`src/rtl/biu_arb_pkg.sv`:
```
// biu_arb_pkg: shared types for the BIU round-robin arbiter.
// Holds the arbiter FSM state encoding.
package biu_arb_pkg;

  typedef enum logic [1:0] {
    IDLE    = 2'd0,
    ISSUE   = 2'd1,
    WAIT_RD = 2'd2,
    DONE    = 2'd3
  } biu_arb_state_t;

endpackage

```
`src/rtl/biu_master_if.sv`:
```
// biu_master_if: en/busy handshake port of the bus interface unit.
// The device modport is the side that issues requests into the BIU.
interface biu_master_if #(
  parameter int ADDR_WIDTH = 32,
  parameter int DATA_WIDTH = 32
) ();

  logic                  en;
  logic                  rnw;
  logic [ADDR_WIDTH-1:0] address;
  logic [DATA_WIDTH-1:0] data_out;
  logic [DATA_WIDTH-1:0] data_in;
  logic                  busy;
  logic                  data_valid;

  modport device (
    output en,
    output rnw,
    output address,
    output data_out,
    input  data_in,
    input  busy,
    input  data_valid
  );

  modport host (
    input  en,
    input  rnw,
    input  address,
    input  data_out,
    output data_in,
    output busy,
    output data_valid
  );

endinterface

```
`src/rtl/biu_arbiter_rr_picker.sv`:
```
// rr_picker: combinational round-robin winner selection.
// Rotate so the search starts after last_gnt, find-first, un-rotate.
module rr_picker #(
  parameter int NUM_REQ = 4
) (
  input  logic [NUM_REQ-1:0]         req_i,
  input  logic [$clog2(NUM_REQ)-1:0] last_gnt_i,
  output logic                       any_req_o,
  output logic [$clog2(NUM_REQ)-1:0] winner_o
);

  localparam int IW = $clog2(NUM_REQ);
  localparam int SW = IW + 1;

  logic [IW-1:0]        start;
  logic [2*NUM_REQ-1:0] dbl;
  logic [NUM_REQ-1:0]   rot;
  logic [IW-1:0]        off;
  logic                 found;
  logic [SW-1:0]        sum;

  assign any_req_o = |req_i;

  // rotate, pick lowest set bit, map the offset back to a requester index
  always_comb begin
    start = '0;
    if (last_gnt_i != IW'(NUM_REQ - 1)) begin
      start = last_gnt_i + IW'(1);
    end
    dbl   = {req_i, req_i} >> start;
    rot   = dbl[NUM_REQ-1:0];
    off   = '0;
    found = 1'b0;
    for (int i = 0; i < NUM_REQ; i++) begin
      if (!found && rot[i]) begin
        off   = IW'(i);
        found = 1'b1;
      end
    end
    sum = {1'b0, start} + {1'b0, off};
    if (sum >= SW'(NUM_REQ)) begin
      sum = sum - SW'(NUM_REQ);
    end
    winner_o = sum[IW-1:0];
  end

endmodule

```
`src/rtl/biu_arbiter.sv`:
```
// biu_arbiter: round-robin sharing of one BIU between NUM_REQ masters.
// One transaction in flight; read timeout returns all-ones with err.
module biu_arbiter
  import biu_arb_pkg::*;
#(
  parameter int NUM_REQ    = 4,
  parameter int ADDR_WIDTH = 32,
  parameter int DATA_WIDTH = 32,
  parameter int RD_TIMEOUT = 255
) (
  input  logic                                clk,
  input  logic                                n_rst,
  input  logic [NUM_REQ-1:0]                  req_en,
  input  logic [NUM_REQ-1:0]                  req_rnw,
  input  logic [NUM_REQ-1:0][ADDR_WIDTH-1:0]  req_address,
  input  logic [NUM_REQ-1:0][DATA_WIDTH-1:0]  req_data,
  output logic [NUM_REQ-1:0]                  req_ack,
  output logic [DATA_WIDTH-1:0]               req_rd_data,
  output logic                                req_err,
  output logic [$clog2(NUM_REQ)-1:0]          gnt_id,
  biu_master_if.device                        biu
);

  localparam int IW = $clog2(NUM_REQ);
  localparam int TW = $clog2(RD_TIMEOUT + 1);
  localparam logic [TW-1:0] TMO_LAST = TW'(RD_TIMEOUT - 1);
  localparam logic [TW-1:0] TMO_MAX  = TW'(RD_TIMEOUT);

  biu_arb_state_t        state_q;
  logic [ADDR_WIDTH-1:0] addr_q;
  logic [DATA_WIDTH-1:0] data_q;
  logic                  rnw_q;
  logic                  en_q;
  logic [IW-1:0]         gnt_q;
  logic [IW-1:0]         last_q;
  logic [TW-1:0]         tmo_q;
  logic [NUM_REQ-1:0]    ack_q;
  logic [DATA_WIDTH-1:0] rd_data_q;
  logic                  err_q;

  logic                  any_req;
  logic [IW-1:0]         win;
  logic [NUM_REQ-1:0]    ack_d;

  rr_picker #(
    .NUM_REQ(NUM_REQ)
  ) u_picker (
    .req_i     (req_en),
    .last_gnt_i(last_q),
    .any_req_o (any_req),
    .winner_o  (win)
  );

  // one-hot ack pattern for the current grant
  always_comb begin
    ack_d        = '0;
    ack_d[gnt_q] = 1'b1;
  end

  // arbiter FSM with holding registers and registered outputs
  always_ff @(posedge clk or negedge n_rst) begin
    if (!n_rst) begin
      state_q   <= IDLE;
      addr_q    <= '0;
      data_q    <= '0;
      rnw_q     <= 1'b0;
      en_q      <= 1'b0;
      gnt_q     <= '0;
      last_q    <= IW'(NUM_REQ - 1);
      tmo_q     <= '0;
      ack_q     <= '0;
      rd_data_q <= '0;
      err_q     <= 1'b0;
    end else begin
      ack_q <= '0;
      unique case (state_q)
        IDLE: begin
          if (any_req) begin
            addr_q  <= req_address[win];
            data_q  <= req_data[win];
            rnw_q   <= req_rnw[win];
            gnt_q   <= win;
            last_q  <= win;
            en_q    <= 1'b1;
            state_q <= ISSUE;
          end
        end
        ISSUE: begin
          if (!biu.busy) begin
            en_q <= 1'b0;
            if (rnw_q) begin
              tmo_q   <= '0;
              state_q <= WAIT_RD;
            end else begin
              err_q   <= 1'b0;
              ack_q   <= ack_d;
              state_q <= DONE;
            end
          end
        end
        WAIT_RD: begin
          if (biu.data_valid) begin
            rd_data_q <= biu.data_in;
            err_q     <= 1'b0;
            ack_q     <= ack_d;
            state_q   <= DONE;
          end else if (tmo_q == TMO_LAST) begin
            rd_data_q <= '1;
            err_q     <= 1'b1;
            ack_q     <= ack_d;
            state_q   <= DONE;
          end else if (tmo_q != TMO_MAX) begin
            tmo_q <= tmo_q + TW'(1);
          end
        end
        DONE: begin
          state_q <= IDLE;
        end
      endcase
    end
  end

  assign biu.en       = en_q;
  assign biu.rnw      = rnw_q;
  assign biu.address  = addr_q;
  assign biu.data_out = data_q;

  assign req_ack     = ack_q;
  assign req_rd_data = rd_data_q;
  assign req_err     = err_q;
  assign gnt_id      = gnt_q;

endmodule

```
`src/flat_wrapper.sv`:
```
// flat-port wrapper written by rule: the top's interface ports become plain ports
module biu_arbiter_flat import biu_arb_pkg::*;
#(
  parameter int NUM_REQ    = 4,
  parameter int ADDR_WIDTH = 32,
  parameter int DATA_WIDTH = 32,
  parameter int RD_TIMEOUT = 255
)
  (clk, n_rst, req_en, req_rnw, req_address, req_data, req_ack, req_rd_data, req_err, gnt_id, biu_en, biu_rnw, biu_address, biu_data_out, biu_data_in, biu_busy, biu_data_valid);
  biu_master_if #(.ADDR_WIDTH(ADDR_WIDTH), .DATA_WIDTH(DATA_WIDTH)) biu_i ();
  input  logic clk;
  input  logic n_rst;
  input  logic [NUM_REQ-1:0] req_en;
  input  logic [NUM_REQ-1:0] req_rnw;
  input  logic [NUM_REQ-1:0][ADDR_WIDTH-1:0] req_address;
  input  logic [NUM_REQ-1:0][DATA_WIDTH-1:0] req_data;
  output logic [NUM_REQ-1:0] req_ack;
  output logic [DATA_WIDTH-1:0] req_rd_data;
  output logic req_err;
  output logic [$clog2(NUM_REQ)-1:0] gnt_id;
  output wire logic [$bits(biu_i.en)-1:0] biu_en;
  output wire logic [$bits(biu_i.rnw)-1:0] biu_rnw;
  output wire logic [$bits(biu_i.address)-1:0] biu_address;
  output wire logic [$bits(biu_i.data_out)-1:0] biu_data_out;
  input wire logic [$bits(biu_i.data_in)-1:0] biu_data_in;
  input wire logic [$bits(biu_i.busy)-1:0] biu_busy;
  input wire logic [$bits(biu_i.data_valid)-1:0] biu_data_valid;
  assign biu_en = biu_i.en;
  assign biu_rnw = biu_i.rnw;
  assign biu_address = biu_i.address;
  assign biu_data_out = biu_i.data_out;
  assign biu_i.data_in = biu_data_in;
  assign biu_i.busy = biu_busy;
  assign biu_i.data_valid = biu_data_valid;
  biu_arbiter #(.NUM_REQ(NUM_REQ), .ADDR_WIDTH(ADDR_WIDTH), .DATA_WIDTH(DATA_WIDTH), .RD_TIMEOUT(RD_TIMEOUT)) u_core (.clk(clk), .n_rst(n_rst), .req_en(req_en), .req_rnw(req_rnw), .req_address(req_address), .req_data(req_data), .req_ack(req_ack), .req_rd_data(req_rd_data), .req_err(req_err), .gnt_id(gnt_id), .biu(biu_i));
endmodule
```
`config.mk`:
```
export PLATFORM = sky130hd
export DESIGN_NAME = biu_arbiter_flat
export DESIGN_NICKNAME = d
export VERILOG_FILES = /design/src/rtl/biu_arb_pkg.sv /design/src/rtl/biu_master_if.sv /design/src/rtl/biu_arbiter_rr_picker.sv /design/src/rtl/biu_arbiter.sv /design/src/flat_wrapper.sv
export SDC_FILE = /design/constraint.sdc
export NUM_CORES = 1
export LEC_CHECK = 0
export ABC_AREA = 1
export CORE_AREA = 2 2 159 161
export CTS_CLUSTER_SIZE = 14
export DETAILED_ROUTE_END_ITERATION = 10
export DIE_AREA = 0 0 161 163
export PLACE_DENSITY = 0.67
export SLEW_MARGIN = 5
export SYNTH_ARGS = -nofsm -noshare
export SYNTH_HDL_FRONTEND = slang
export SYNTH_SLANG_ARGS = --single-unit
```
`constraint.sdc`:
```
create_clock -name clk -period 3.4 [get_ports clk]
set_input_delay 0.68 -clock clk [delete_from_list [all_inputs] [get_ports clk]]
set_output_delay 0.68 -clock clk [all_outputs]
set_load 0.05 [all_outputs]
```
### Yosys cells after proc, flatten, opt, wreduce, memory -nomap -nowiden

Index checks and enable logic that the tools add are counted.

| storage, ports and cells | value |
|---|---|
| flip-flop bits (word level) | 117 |
| input bits | 300 |
| output and inout port bits | 105 |
| logic and storage cells | 95 |

| cells by class | value |
|---|---|
| add/sub/neg operators | 4 |
| magnitude comparators | 4 |
| equal/unequal tests | 14 |
| shifts and indexed selects | 1 |
| muxes and demuxes | 43 |
| reduce and logical (&&, ||, !) cells | 18 |

Operators with widths:

| cell | number |
|---|---|
| 32-bit binary-select mux with 2-bit select | 2 |
| 32-bit two-way mux | 4 |
| 8-bit two-way mux | 5 |
| 2-bit two-way mux | 8 |
| 4-bit two-way mux | 4 |
| 8-bit case mux with 2 select lines | 1 |
| 1-bit two-way mux | 13 |
| 2-bit inequality test, second input constant | 5 |
| 8-bit by 1-bit adder with 8-bit output, second input constant | 1 |
| 8-bit == test, second input constant | 1 |
| 8-bit inequality test, second input constant | 1 |
| 2-bit case mux with 4 select lines | 1 |
| 4-bit case mux with 2 select lines | 1 |
| 8-bit by 2-bit right shift with 4-bit output | 1 |
| 2-bit by 3-bit < comparator with 1-bit output, second input constant | 2 |
| 2-bit by 1-bit inequality test with 1-bit output, second input constant | 3 |
| 3-bit AND reduction | 2 |
| 6-bit AND reduction | 1 |
| 2-bit nonzero test | 3 |
| 2-bit == test, second input constant | 2 |
| 1-bit logical AND | 4 |
| 1-bit case mux with 2 select lines | 2 |
| 2-bit AND reduction | 2 |
| 4-bit AND reduction | 1 |
| 12 further kinds | 14 |

### Longest topological paths before layout

Gate-level depths: netlist of the first run.

| depth | value |
|---|---|
| depth in word-level cells | 18 |
| depth in mapped cells | 18 |

### Cells and area by module

A second synthesis of the first run with hierarchy kept.

| second synthesis, totals | value |
|---|---|
| cell total of the unflattened synthesis | 978 |
| area total of the unflattened synthesis | 6737.7 um2 |

Modules (own cells, without submodules):

| module | times used | cells an instance | area each (um2) | sequential area each (um2) |
|---|---|---|---|---|
| biu_arbiter | 1 | 941 | 6551.3 | 2930.3 |
| rr_picker | 1 | 37 | 186.4 | 0.0 |

### Worst setup path before layout of the first run

OpenSTA, ideal clock, no wires.

| timing | value |
|---|---|
| path type | flip-flop to flip-flop |
| from | register u_core.last_q[0] |
| to | register u_core.addr_q[12], in the netlist u_core.biu.address[12] |
| setup time | 118 ps |
| data arrival time | 2713 ps |
| data required time | 3282 ps |
| path slack | 569 ps |
| stages on the path, launching flop included | 17 |
| path buffers | 3 |
| period minus slack after synthesis | 2831 ps |
| path through | dfstp_2 ha_1 inv_1 nand2_4 nand2_2 nand3_1 nand2_2 a31oi_1 nor2_1 ha_1 buf_2 buf_4 clkbuf_1 mux2i_1 nand3_1 nand3_1 nand2_1 |

| between the ends | value |
|---|---|
| cells in the longest elaborated chain, start to end | 18 |
| elaborated cells between the ends (all ways) | 22 |

Ends and longest elaborated chain:

| item | line | text |
|---|---|---|
| from (decl) | biu_arbiter.sv:35 | `logic [IW-1:0] last_q;` |
| from (signal assigned) | biu_arbiter.sv:69 | `last_q <= IW'(NUM_REQ - 1);` |
| from (signal assigned) | biu_arbiter.sv:83 | `last_q <= win;` |
| 2-bit by 1-bit adder with 2-bit output or 2-bit inequality test (tied branches) | biu_arbiter_rr_picker.sv:28, biu_arbiter_rr_picker.sv:27 |  |
| 2-bit two-way mux * | biu_arbiter_rr_picker.sv:27 | `if (last_gnt_i != IW'(NUM_REQ - 1)) begin` |
| 8-bit by 2-bit right shift with 4-bit output | biu_arbiter_rr_picker.sv:30 | `dbl = {req_i, req_i} >> start;` |
| 1-bit two-way mux | biu_arbiter_rr_picker.sv:35 | `if (!found && rot[i]) begin` |
| 1-bit logical NOT | biu_arbiter_rr_picker.sv:35 |  |
| 1-bit logical AND | biu_arbiter_rr_picker.sv:35 |  |
| 1-bit two-way mux | biu_arbiter_rr_picker.sv:35 |  |
| 1-bit logical NOT | biu_arbiter_rr_picker.sv:35 |  |
| (+3 left out) | -- |  |
| 1-bit logical AND | biu_arbiter_rr_picker.sv:35 |  |
| 2-bit two-way mux | biu_arbiter_rr_picker.sv:35 |  |
| 2-bit by 2-bit adder with 3-bit output * | biu_arbiter_rr_picker.sv:40 | `sum = {1'b0, start} + {1'b0, off};` |
| 3-bit >= comparator or 2-bit by 1-bit subtractor with 2-bit output (tied branches) | biu_arbiter_rr_picker.sv:41, biu_arbiter_rr_picker.sv:42 |  |
| 2-bit two-way mux * | biu_arbiter_rr_picker.sv:41 | `if (sum >= SW'(NUM_REQ)) begin` |
| named net u_core.u_picker.sum[0] | biu_arbiter_rr_picker.sv:20 | `logic [SW-1:0] sum;` |
| 32-bit binary-select mux with 2-bit select * | biu_arbiter.sv:79 | `addr_q <= req_address[win];` |
| 32-bit two-way mux (implied by the code) * | biu_arbiter.sv:79 |  |
| to (signal assigned) | biu_arbiter.sv:79 |  |
| to (decl) | biu_arbiter.sv:30 | `logic [ADDR_WIDTH-1:0] addr_q;` |

Mark *: on every way through the listed nets, which the timed path passes. The rest lies on a longest branch. The select of a mux whose other input is x is not followed.
A chain may end at the register's enable or synchronous reset.

### Worst setup path in the final report of the first run

| timing | value |
|---|---|
| from | register u_core.last_q[0] |
| to | register u_core.addr_q[18], in the netlist u_core.biu.address[18] |

The elaborated chain is that of the path after synthesis.

==> metrics, run 1 <==
status finished, final reports clean; area grow syn2layout 71.9%; Synth Warn # 0; Critical Setup Path Class reg -> reg; r2r endpoint u_core.biu.address[18]; f_max 346 MHz; Die X 161 um; slew margin rel. 0.440; DRT Pass-1 Iters 4; post_cts resized 0; Die H 163 um; Hold Path Class in -> async; FF-to-FF path depth 12; post-synthesis cell type count 31; WL per Instance 16.5 um; Rows 58; Setup Viol. Count Final 0; reg2reg setup slack 510 ps; Clock transition at path regs 60 ps; CTS tree built; Setup crit end kind flip-flop; hold_buf cts 0; H-tree lvl count 4; most frequent cells in the layout clkdlybuf4s50_1, nand2_1, nand3_1, mux2i_1, dfrtp_1; detailed-route wire length 25.6 mm; final hold vios 0; Congestion Overflow GR 0; Yosys reg bits 117; vias in the first global route 7407; Final Non-Filler Cells 1548; clock buffer count from CTS 17; fin crit share 0.851; most common cell after layout, fill and taps aside clkdlybuf4s50_1; Starting Density 0.283; Required @ worst endpoint 3690 ps; CP max FO 20; WP data arrival 3180 ps; # port buffers 404; Most used DFF post-synth dfrtp_1; RSZ-0062 raised after global routing no; diodes inserted 0; die area 26200 um2; via count 7307; Worst-Margin Slew 840 ps; Max Buffers Root-to-Sink 2; IO Pins 405; MaxCap Viol Count 0; fin. max-slew vios 0; Starting DRT DRC Count 294; Post-DP Area 11400 um2; net count after synthesis 1122; Filler Cell Count 2367; post-synthesis sequential area ratio 0.419; All-Layer GR Usage 0.190; average vias per placed instance 4.72; CTS sink cnt 117; remaining antenna violation count after routing 0; Post-Layout Inst Area 12000 um2; worst r2r src u_core.last_q[0]; Worst Clk Skew 12.3 ps; syn_area_per_cell 8.58 um2; initial antenna violation count 0; area of the multi-input gates 3670 um2; first-pass GRT wire length 39.5 mm; worst skew pair latency 410 ps; startpoint types flip-flop; crit path time final 2890 ps; share of cells above drive strength 1 0.0624; Synth Cell Area 6990 um2; final RePlAce weighted congestion 0.807; Layout Nets 1512; Root Buffer clkbuf_16; post-synthesis async set-or-reset flop share 1.00; dpl hpwl 19.2 mm; CORE AREA 24700 um2; synthesized instance count 815; Post-synth EDFFs 0; largest net degree at the start of global routing 70; setup bufs post-CTS 0; Register Area 2930 um2; drc violations 0; Placed Cells 1516; setup TNS 0 ps
==> cells in the mapped netlist (2+ instances only) <==
cell,count,area [um2]
nor2_1,15,56.3
xor2_1,7,61.3
buf_4,4,30.0
a21oi_1,2,10.0
o21ai_0,13,65.1
clkbuf_1,29,109
nand2_1,235,882
mux2i_1,130,1300
o22a_1,32,280
dfstp_2,2,52.6
inv_2,2,7.51
nor3_1,3,15.0
nor2_4,2,22.5
buf_6,7,78.8
nand3_1,145,726
nand4_1,5,31.3
buf_2,16,80.1
inv_1,28,105
nand2_2,6,37.5
dfrtp_1,115,2880
ha_1,7,87.6
==> registers in the layout, indices dropped and copies added (netlist names) <==
register,count
u_core.state_q,2
u_core.biu.address,32
u_core.tmo_q,8
u_core.biu.data_out,32
u_core.req_rd_data,32
u_core.gnt_id,2
u_core.req_ack,4
u_core.biu.en,1
u_core.last_q,2
u_core.biu.rnw,1
u_core.req_err,1
==> cell families after synthesis <==
logic type      count (synthesis)  share of synthesized area
fa+ha+maj                       7                     0.0125
flops                         117                      0.419
mux                           130                      0.186
compound gates                 53                     0.0569
simple gates                  414                      0.258
buf+inv                        87                     0.0592
xor+xnor                        7                    0.00877
==> how the worst max path moves through the flow <==
stage	start	to	slack, ps	cells past startpoint
2_1_floorplan	u_core.last_q[0]	u_core.biu.address[12]	570	16
3_3_place_gp	req_en[2]	u_core.biu.address[18]	220	14
3_5_place_dp	req_en[2]	u_core.biu.address[22]	190	14
4_1_cts	u_core.last_q[0]	u_core.biu.address[18]	510	12
5_1_grt	u_core.last_q[0]	u_core.biu.data_out[15]	280	15
6_report	u_core.last_q[0]	u_core.biu.address[18]	510	12
==> stage by stage <==
stage          hold slack (ps)  worst slack [ps]  utilization
2_1_floorplan              384               569            -
3_3_place_gp               462               216        0.464
3_5_place_dp               464               193        0.464
4_1_cts                    277               513        0.487
5_1_grt                    296               280        0.487
6_report                   259               506        0.487
==> metal layers <==
layer  part of all wire  GRT usage
met1               0.41      0.228
met3              0.079     0.0591
met4              0.018     0.0503
met2               0.49      0.331
met5                  0          0
==> layout make-up <==
type,count,area share
clock buffer,19,0.0377
clock inverter,13,0.0103
inverter,30,0.00937
multi-input combinational,611,0.305
sequential,117,0.244
tap,330,0.0343
timing repair buffer,428,0.359
==> worst max-delay path, cell delays in order (launching register included) <==
cell	delay, ps
dfstp_2	580
ha_1	320
inv_1	160
nand3_1	140
a31oi_1	220
nor2_1	100
ha_4	310
buf_12	190
buf_4	230
mux2i_1	240
nand3_1	100
nand3_1	120
nand2_1	60
Power of run 1 is not shown: default switching activity piles up to over one toggle a cycle in this logic, so the estimate is an artifact.
==> run 2: changes to the inputs <==
--- a/config.mk
+++ b/config.mk
@@ -10,7 +10,7 @@
 export CTS_CLUSTER_SIZE = 14
 export DETAILED_ROUTE_END_ITERATION = 10
 export DIE_AREA = 0 0 161 163
-export PLACE_DENSITY = 0.67
+export PLACE_DENSITY_LB_ADDON = 0.08
 export SLEW_MARGIN = 5
 export SYNTH_ARGS = -nofsm -noshare
 export SYNTH_HDL_FRONTEND = slang
==> run 2 against run 1 <==
Worst setup slack better by 54 ps. Sequential share of layout area about the same. Clock skew hardly changed. First-iteration DRC count shrank 6.8%. Clock-buffer cell count unchanged. Global-route usage rose by 1.0 points. Via count down 1.9%. Non-clock buffer count decreased by 4.
==> metrics, run 2 (synthesis results as in run 1) <==
Critical Setup Path Class reg -> reg (unchanged); hold_buf cts 0 (unchanged); WL per Instance 17.2 um (was 16.5 um); Final Non-Filler Cells 1544 (was 1548); WHS 268 ps (was 259 ps); # port buffers 404 (unchanged); startpoint types flip-flop (unchanged); remaining antenna violation count after routing 0 (unchanged); status finished, final reports clean (unchanged); first-pass GRT wire length 40.6 mm (was 39.5 mm); IO Pins 405 (unchanged); Setup Viol. Count Final 0 (unchanged); routed wl met2 13.3 mm (was 12.6 mm); FF-to-FF path depth 14 (was 12); via count 7170 (was 7307); final hold vios 0 (unchanged); clock buffer count from CTS 17 (unchanged); area of the multi-input gates 3670 um2 (unchanged); fin. max-slew vios 0 (unchanged); most frequent cells in the layout clkdlybuf4s50_1, nand2_1, nand3_1, mux2i_1, dfrtp_1 (unchanged); post_cts resized 0 (unchanged); Worst Clk Skew 12.5 ps (was 12.3 ps); origin of the worst setup path u_core.last_q[0] (unchanged); die area 26200 um2 (unchanged); initial antenna violation count 0 (unchanged); worst r2r src u_core.last_q[0] (unchanged); CP max FO 58 (was 20); reg2reg setup slack 560 ps (was 510 ps); All-Layer GR Usage 0.201 (was 0.190); Max Used Layer met4 (unchanged); Congestion Overflow GR 0 (unchanged); CTS sink cnt 117 (unchanged); Filler Cell Count 2383 (was 2367); DRT Pass-1 Iters 4 (unchanged); Util after Layout 0.488 (was 0.487); setup TNS 0 ps (unchanged); CORE AREA 24700 um2 (unchanged); MaxCap Viol Count 0 (unchanged); detailed-route wire length 26.6 mm (was 25.6 mm); WP data arrival 3140 ps (was 3180 ps); f_max 352 MHz (was 346 MHz); Die X 161 um (unchanged); setup bufs post-CTS 0 (unchanged); drc violations 0 (unchanged); RSZ-0062 raised after global routing no (unchanged); Max Buffers Root-to-Sink 2 (unchanged); Root Buffer clkbuf_16 (unchanged); Starting Density 0.283 (unchanged); final RePlAce weighted congestion 0.781 (was 0.807); CTS tree built (unchanged); Setup crit end kind flip-flop (unchanged); Worst-Margin Slew 833 ps (was 840 ps); area grow syn2layout 72.2% (was 71.9%); slew margin rel. 0.441 (was 0.440); crit path time final 2840 ps (was 2890 ps); diodes inserted 0 (unchanged); Clock transition at path regs 60 ps (about the same); share of cells above drive strength 1 0.0585 (was 0.0624); r2r endpoint u_core.biu.rnw (was u_core.biu.address[18]); Hold Path Class in -> async (unchanged); fin crit share 0.835 (was 0.851); most common cell after layout, fill and taps aside clkdlybuf4s50_1 (unchanged); H-tree lvl count 4 (unchanged); Register Area 2930 um2 (unchanged); Layout Nets 1508 (was 1512); Rows 58 (unchanged); dpl hpwl 19.5 mm (was 19.2 mm); Critical Path Sink u_core.biu.rnw (was u_core.biu.address[18]); largest net degree at the start of global routing 70 (unchanged); Starting DRT DRC Count 274 (was 294); Placed Cells 1512 (was 1516); worst skew pair latency 420 ps (was 410 ps); M1 WL 10.9 mm (was 10.5 mm); vias in the first global route 7110 (was 7407); average vias per placed instance 4.64 (was 4.72); met3 WL post-DR 1.94 mm (was 2.02 mm); Required @ worst endpoint 3700 ps (was 3690 ps); Die H 163 um (unchanged)
-- run 2: how the worst min path moves through the flow --
stage                      startpoint                     end  slack, ps  cells after the start
2_1_floorplan                   n_rst   u_core.biu.address[0]        380                      0
6_report                        n_rst   u_core.req_rd_data[5]        270                      1
5_1_grt                         n_rst   u_core.req_rd_data[0]        290                      1
3_5_place_dp   u_core.biu.address[12]  u_core.biu.address[12]        460                      2
3_3_place_gp   u_core.biu.address[18]  u_core.biu.address[18]        460                      2
4_1_cts                         n_rst   u_core.req_rd_data[0]        280                      1
-- run 2: metal layers --
| layer | vias up | global-route usage |
|---|---|---|
| met3 | 25 | 0.0634 |
| met5 | - | 0 |
| met4 | 0 | 0.0515 |
| met1 | 3304 | 0.242 |
| met2 | 283 | 0.347 |
| li1 | 3558 | - |
-- run 2: cell type report --
type	instances	share of cell area
multi-input cells	611	0.305
inverters	30	0.00935
well taps	330	0.0343
clock buffers	19	0.0368
repair buffers	424	0.357
clock inverters	13	0.0141
flip-flops and latches	117	0.243
-- run 2: worst max-delay path: stages (launching register included) --
cell	delay (ps)
dfstp_2	570
ha_1	330
inv_1	160
nand3_1	110
nand2_2	110
a31oi_1	50
nor2_1	170
ha_4	150
xor2_1	210
inv_1	80
nand3_2	120
buf_12	270
nand3_1	140
nand3_1	120
nand2_1	50
-- run 2: stage by stage --
stage / instance area (um2) / setup WS, ps
2_1_floorplan: 6990 / 569
3_3_place_gp: 11400 / 339
3_5_place_dp: 11400 / 322
4_1_cts: 12000 / 566
5_1_grt: 12000 / 332
6_report: 12000 / 560
Power of run 2 is left out for the same reason.
==> run 3: changes to the inputs <==
--- a/config.mk
+++ b/config.mk
@@ -6,10 +6,10 @@
 export NUM_CORES = 1
 export LEC_CHECK = 0
 export ABC_AREA = 1
-export CORE_AREA = 2 2 159 161
+export CORE_AREA = 2 2 158 160
 export CTS_CLUSTER_SIZE = 14
 export DETAILED_ROUTE_END_ITERATION = 10
-export DIE_AREA = 0 0 161 163
+export DIE_AREA = 0 0 160 162
 export PLACE_DENSITY_LB_ADDON = 0.08
 export SLEW_MARGIN = 5
 export SYNTH_ARGS = -nofsm -noshare
==> constraint.sdc (replaced) <==
create_clock -name clk -period 2.48 [get_ports clk]
set_input_delay 0.496 -clock clk [delete_from_list [all_inputs] [get_ports clk]]
set_output_delay 0.496 -clock clk [all_outputs]
set_load 0.05 [all_outputs]
==> run 3 against run 2 <==
The flow now finishes with violations (negative setup slack). Wire length is 13% higher. First-iteration DRC count grew 9.1%. Sequential share of layout area is 2.7 points lower. Cell area up 12%. Core utilization grew 7.3 points. Critical path depth grew 3. Maximum frequency up 7.7%. Critical endpoint is now u_core.biu.address[14].
==> metrics, run 3 (synthesis results as in run 1) <==
Placed Cells 1554 (was 1512); Congestion Overflow GR 0 (unchanged); Filler Cell Count 2283 (was 2383); final RePlAce weighted congestion 0.779 (was 0.781); die area 25900 um2 (was 26200 um2); Setup crit end kind flip-flop (unchanged); FF-to-FF path depth 17 (was 14); fin. max-slew vios 0 (unchanged); r2r endpoint u_core.biu.address[14] (was u_core.biu.rnw); Setup Viol. Count Final 62 (was 0); H-tree lvl count 4 (unchanged); final hold vios 0 (unchanged); All-Layer GR Usage 0.224 (was 0.201); Largest stage delay, worst path 560 ps (was 570 ps); most common cell after layout, fill and taps aside clkdlybuf4s50_1 (unchanged); area grow syn2layout 93.3% (was 72.2%); IO Pins 405 (unchanged); DRT Pass-1 Iters 4 (unchanged); Die X 160 um (was 161 um); Die H 162 um (was 163 um); CP max FO 7 (was 58); status complete, but fails checks (was finished, final reports clean); MaxCap Viol Count 0 (unchanged); Critical Setup Path Class reg -> reg (unchanged); CP Depth 17 (was 14); Root Buffer clkbuf_16 (unchanged); WL per Instance 18.6 um (was 17.2 um); WP data arrival 2940 ps (was 3140 ps); Critical Path Sink u_core.biu.address[14] (was u_core.biu.rnw); origin of the worst setup path u_core.last_q[0] (unchanged); drc violations 0 (unchanged); Starting Density 0.290 (was 0.283); worst path cell trace ha_4 -> inv_4 -> nand2_8 -> nand2_2 -> nand2_1 -> nand2_2 -> a31oi_4 -> nor2_2 -> ha_4 -> buf_12 -> buf_12 -> buf_16 -> buf_4 -> mux2i_1 -> nand2_1 -> nand3_1 -> nand2_1 (was ha_1 -> inv_1 -> nand3_1 -> nand2_2 -> a31oi_1 -> nor2_1 -> ha_4 -> xor2_1 -> inv_1 -> nand3_2 -> buf_12 -> nand3_1 -> nand3_1 -> nand2_1); worst skew pair latency 410 ps (was 420 ps); average vias per placed instance 4.68 (was 4.64); diodes inserted 0 (unchanged); # port buffers 404 (unchanged); slew margin rel. 0.581 (was 0.441); most frequent cells in the layout clkdlybuf4s50_1, nand2_1, nand3_1, dfrtp_1, mux2i_1 (was clkdlybuf4s50_1, nand2_1, nand3_1, mux2i_1, dfrtp_1); Final Non-Filler Cells 1618 (was 1544); crit-path leading delay family simple AND/OR/NAND/NOR gates (unchanged); final worst setup slack -157 ps (was 560 ps); setup TNS -5240 ps (was 0 ps); fin crit share 1.06 (was 0.835); Required @ worst endpoint 2780 ps (was 3700 ps); startpoint types flip-flop (unchanged); detailed-route wire length 30.1 mm (was 26.6 mm); Layout Nets 1588 (was 1508); initial antenna violation count 0 (unchanged); WP buf/inv 5 (was 3); crit path time final 2640 ps (was 2840 ps); CORE AREA 24100 um2 (was 24700 um2); f_max 379 MHz (was 352 MHz); first-pass GRT wire length 44.5 mm (was 40.6 mm); Util after Layout 0.561 (was 0.488); largest net degree at the start of global routing 68 (was 70); cell mode on critical path nand2_1 (was nand3_1); Rows 57 (was 58); worst r2r src u_core.last_q[0] (unchanged); Clock transition at path regs 50 ps (was 60 ps); dpl hpwl 21.3 mm (was 19.5 mm); CTS sink cnt 117 (unchanged); vias in the first global route 7761 (was 7110); clock buffer count from CTS 17 (unchanged); WHS 471 ps (was 268 ps); area of the multi-input gates 4060 um2 (was 3670 um2); Max Buffers Root-to-Sink 2 (unchanged); via count 7579 (was 7170); Worst path slowest cell dfstp_2 (unchanged); CTS tree built (unchanged); share of cells above drive strength 1 0.160 (was 0.0585); Starting DRT DRC Count 299 (was 274); Worst-Margin Slew 627 ps (was 833 ps); failing checks negative setup slack; remaining antenna violation count after routing 0 (unchanged); Hold Path Class reg -> reg (was in -> async); reg2reg setup slack -160 ps (was 560 ps); Worst Clk Skew 9.30 ps (was 12.5 ps); RSZ-0062 raised after global routing yes (was no); Register Area 2930 um2 (unchanged)
[run 3: stage by stage]
stage	instance area (um2)	setup slack, ps
finish	13500	-157
global placement	11900	-476
global route	13500	-273
detailed placement	11900	-464
floorplan	7140	37.5
CTS	13100	-138
[run 3: final cells by class]
class | count | share of cell area
clock inverter | 12 | 0.0115
tap | 324 | 0.0300
timing repair buffer | 504 | 0.400
clock buffer | 20 | 0.0330
sequential | 117 | 0.217
multi-input combinational | 611 | 0.300
inverter | 30 | 0.00870
[run 3: timing repair]
item	in CTS	in global routing
setup endpoints to repair	67	67
resized for setup	51	75
endpoints found under the hold margin	19	0
pin swaps	11	52
buffers inserted	17	4
gates cloned	8	2
hold buffers	1	0
[run 3: worst min-delay path by stage]
stage,cells after the start,startpoint,end,slack [ps]
CTS,2,u_core.biu.address[4],u_core.biu.address[4],480
global placement,1,n_rst,u_core.req_rd_data[5],420
global route,2,u_core.biu.address[6],u_core.biu.address[6],490
detailed placement,1,n_rst,u_core.req_rd_data[5],420
finish,2,u_core.biu.address[6],u_core.biu.address[6],470
floorplan,0,n_rst,u_core.biu.address[0],200
[run 3: worst min-delay path, cell delays in order, from the launching register on]
cell and delay (ps):
dfrtp_1 340, nand2_1 50, nand2_1 50
[run 3: per-layer routing]
| metal | wire length [um] | GRT usage | vias to the layer above | part of all wire |
|---|---|---|---|---|
| li1 | - | - | 3712 | - |
| met1 | 11600 | 0.254 | 3548 | 0.39 |
| met2 | 15900 | 0.417 | 291 | 0.53 |
| met3 | 2120 | 0.0626 | 28 | 0.071 |
| met4 | 401 | 0.0561 | 0 | 0.013 |
| met5 | 0 | 0 | - | 0 |
Power of run 3 is left out for the same reason.
==> variant, RTL diff (config.mk and constraints of run 3) <==
Re-encode `biu_arb_state_t` (4 states) as one-hot, 4 bits wide.
--- a/src/rtl/biu_arb_pkg.sv
+++ b/src/rtl/biu_arb_pkg.sv
@@ -4,7 +4,7 @@
 
-  typedef enum logic [1:0] {
-    IDLE    = 2'd0,
-    ISSUE   = 2'd1,
-    WAIT_RD = 2'd2,
-    DONE    = 2'd3
+  typedef enum logic [3:0] {
+    IDLE    = 4'b0001,
+    ISSUE   = 4'b0010,
+    WAIT_RD = 4'b0100,
+    DONE    = 4'b1000
   } biu_arb_state_t;
Check against the original RTL: same outputs for any inputs over 4 cycles, from zero or initial values and one cycle with n_rst low; so few cycles prove little.
==> variant against run 3 <==
  * Worst setup slack gained 0.16 ns
  * Non-clock buffer count shrank 21
  * Sequential cell count grew 2
  * Die area is the same
  * Synthesized area grew 1.4%
  * Synthesized cell count grew 7.6%
  * Final area shrank 1.4%
  * Critical path depth shrank 2
  * Wire length shrank 0.39%
  * Critical path type unchanged
  * Critical endpoint is now u_core.biu.address[19]$_DFFE_PN0P_
Power is left out: the tool's default activity adds up to more than one toggle a clock period on the data nets, which glitch-free logic cannot reach.
==> variant: results (changes against run 3) <==
| Metric | Value |
|---|---|
| Run status | `complete, no violations` |
| Post-detailed-routing wire length | `29900 um (-0.39%)` |
| Mean routed wirelength per cell | `18.1 um (-2.8%)` |
| Number of multi-input combinational cells in the layout | `678 (+11%)` |
| Portion of netlist area occupied by mux cells | `18.3% (-0.26 points)` |
| GRT met2 Usage | `40.0% (-1.7 points)` |
| Adder-cell share of the synthesized area | `0.706% (-0.55 points)` |
| Crit path max fanout | `6 (-1)` |
| Proportion of cell area occupied by registers | `22.4% (+0.68 points)` |
| Number of logic inverters in the finished layout | `20 (-33%)` |
| Area after DPL | `11900 um^2 (-0.11%)` |
| Number of antenna violations at the first check in global routing | `3 (+3)` |
| Xor/xnor share of the synthesized area | `0.864% (-0.012 points)` |
| Area used by multi-input combinational logic | `4140 um^2 (+2.0%)` |
| Layout non-clock buf frac | `38.4% (-1.6 points)` |
| Layout buffer count excluding clock buffers | `483 (-4.2%)` |
| Relative slew slack | `53.5% (-4.6 points)` |
| Global-route usage over all layers | `22.2% (-0.23 points)` |
| Arrival time at the worst endpoint | `2.77 ns (-0.17 ns)` |
| Number of cells traversed by the worst hold path | `1 (-1)` |
| Maximum number of pins on one net before global-route repair | `65 (-4.4%)` |
| Dpl ws | `-0.442 ns (+0.0220 ns)` |
| Net count, final | `1623 (+2.2%)` |
| Hold Path End | `u_core.req_ack[0]$_DFF_PN0_` |
| Minimum hold slack | `0.474 ns (+0.00291 ns)` |
==> variant: cell types whose count changed after synthesis, moves of 3 or more <==
cell	delta
sky130_fd_sc_hd__nand2_1	+52
sky130_fd_sc_hd__nor2_1	+33
sky130_fd_sc_hd__o22a_1	-32
sky130_fd_sc_hd__o21ai_0	+23
sky130_fd_sc_hd__inv_1	-15
sky130_fd_sc_hd__clkbuf_1	-11
sky130_fd_sc_hd__buf_1	+8
sky130_fd_sc_hd__nand2_2	-6
sky130_fd_sc_hd__buf_2	+4
sky130_fd_sc_hd__buf_4	+4
sky130_fd_sc_hd__nor3_1	+4
sky130_fd_sc_hd__ha_1	-3
sky130_fd_sc_hd__inv_2	+3
sky130_fd_sc_hd__nand4_1	-3
==> variant: repair_timing <==
| item | CTS | global route |
|---|---|---|
| endpoints found under the setup margin | 67 | 67 |
| hold buffers | 1 | 0 |
| hold endpoints to repair | 10 | 0 |
| resized for setup | 32 | 85 |
| cloned | 3 | 6 |
| buffers inserted | 13 | 7 |
| pin swaps | 11 | 28 |
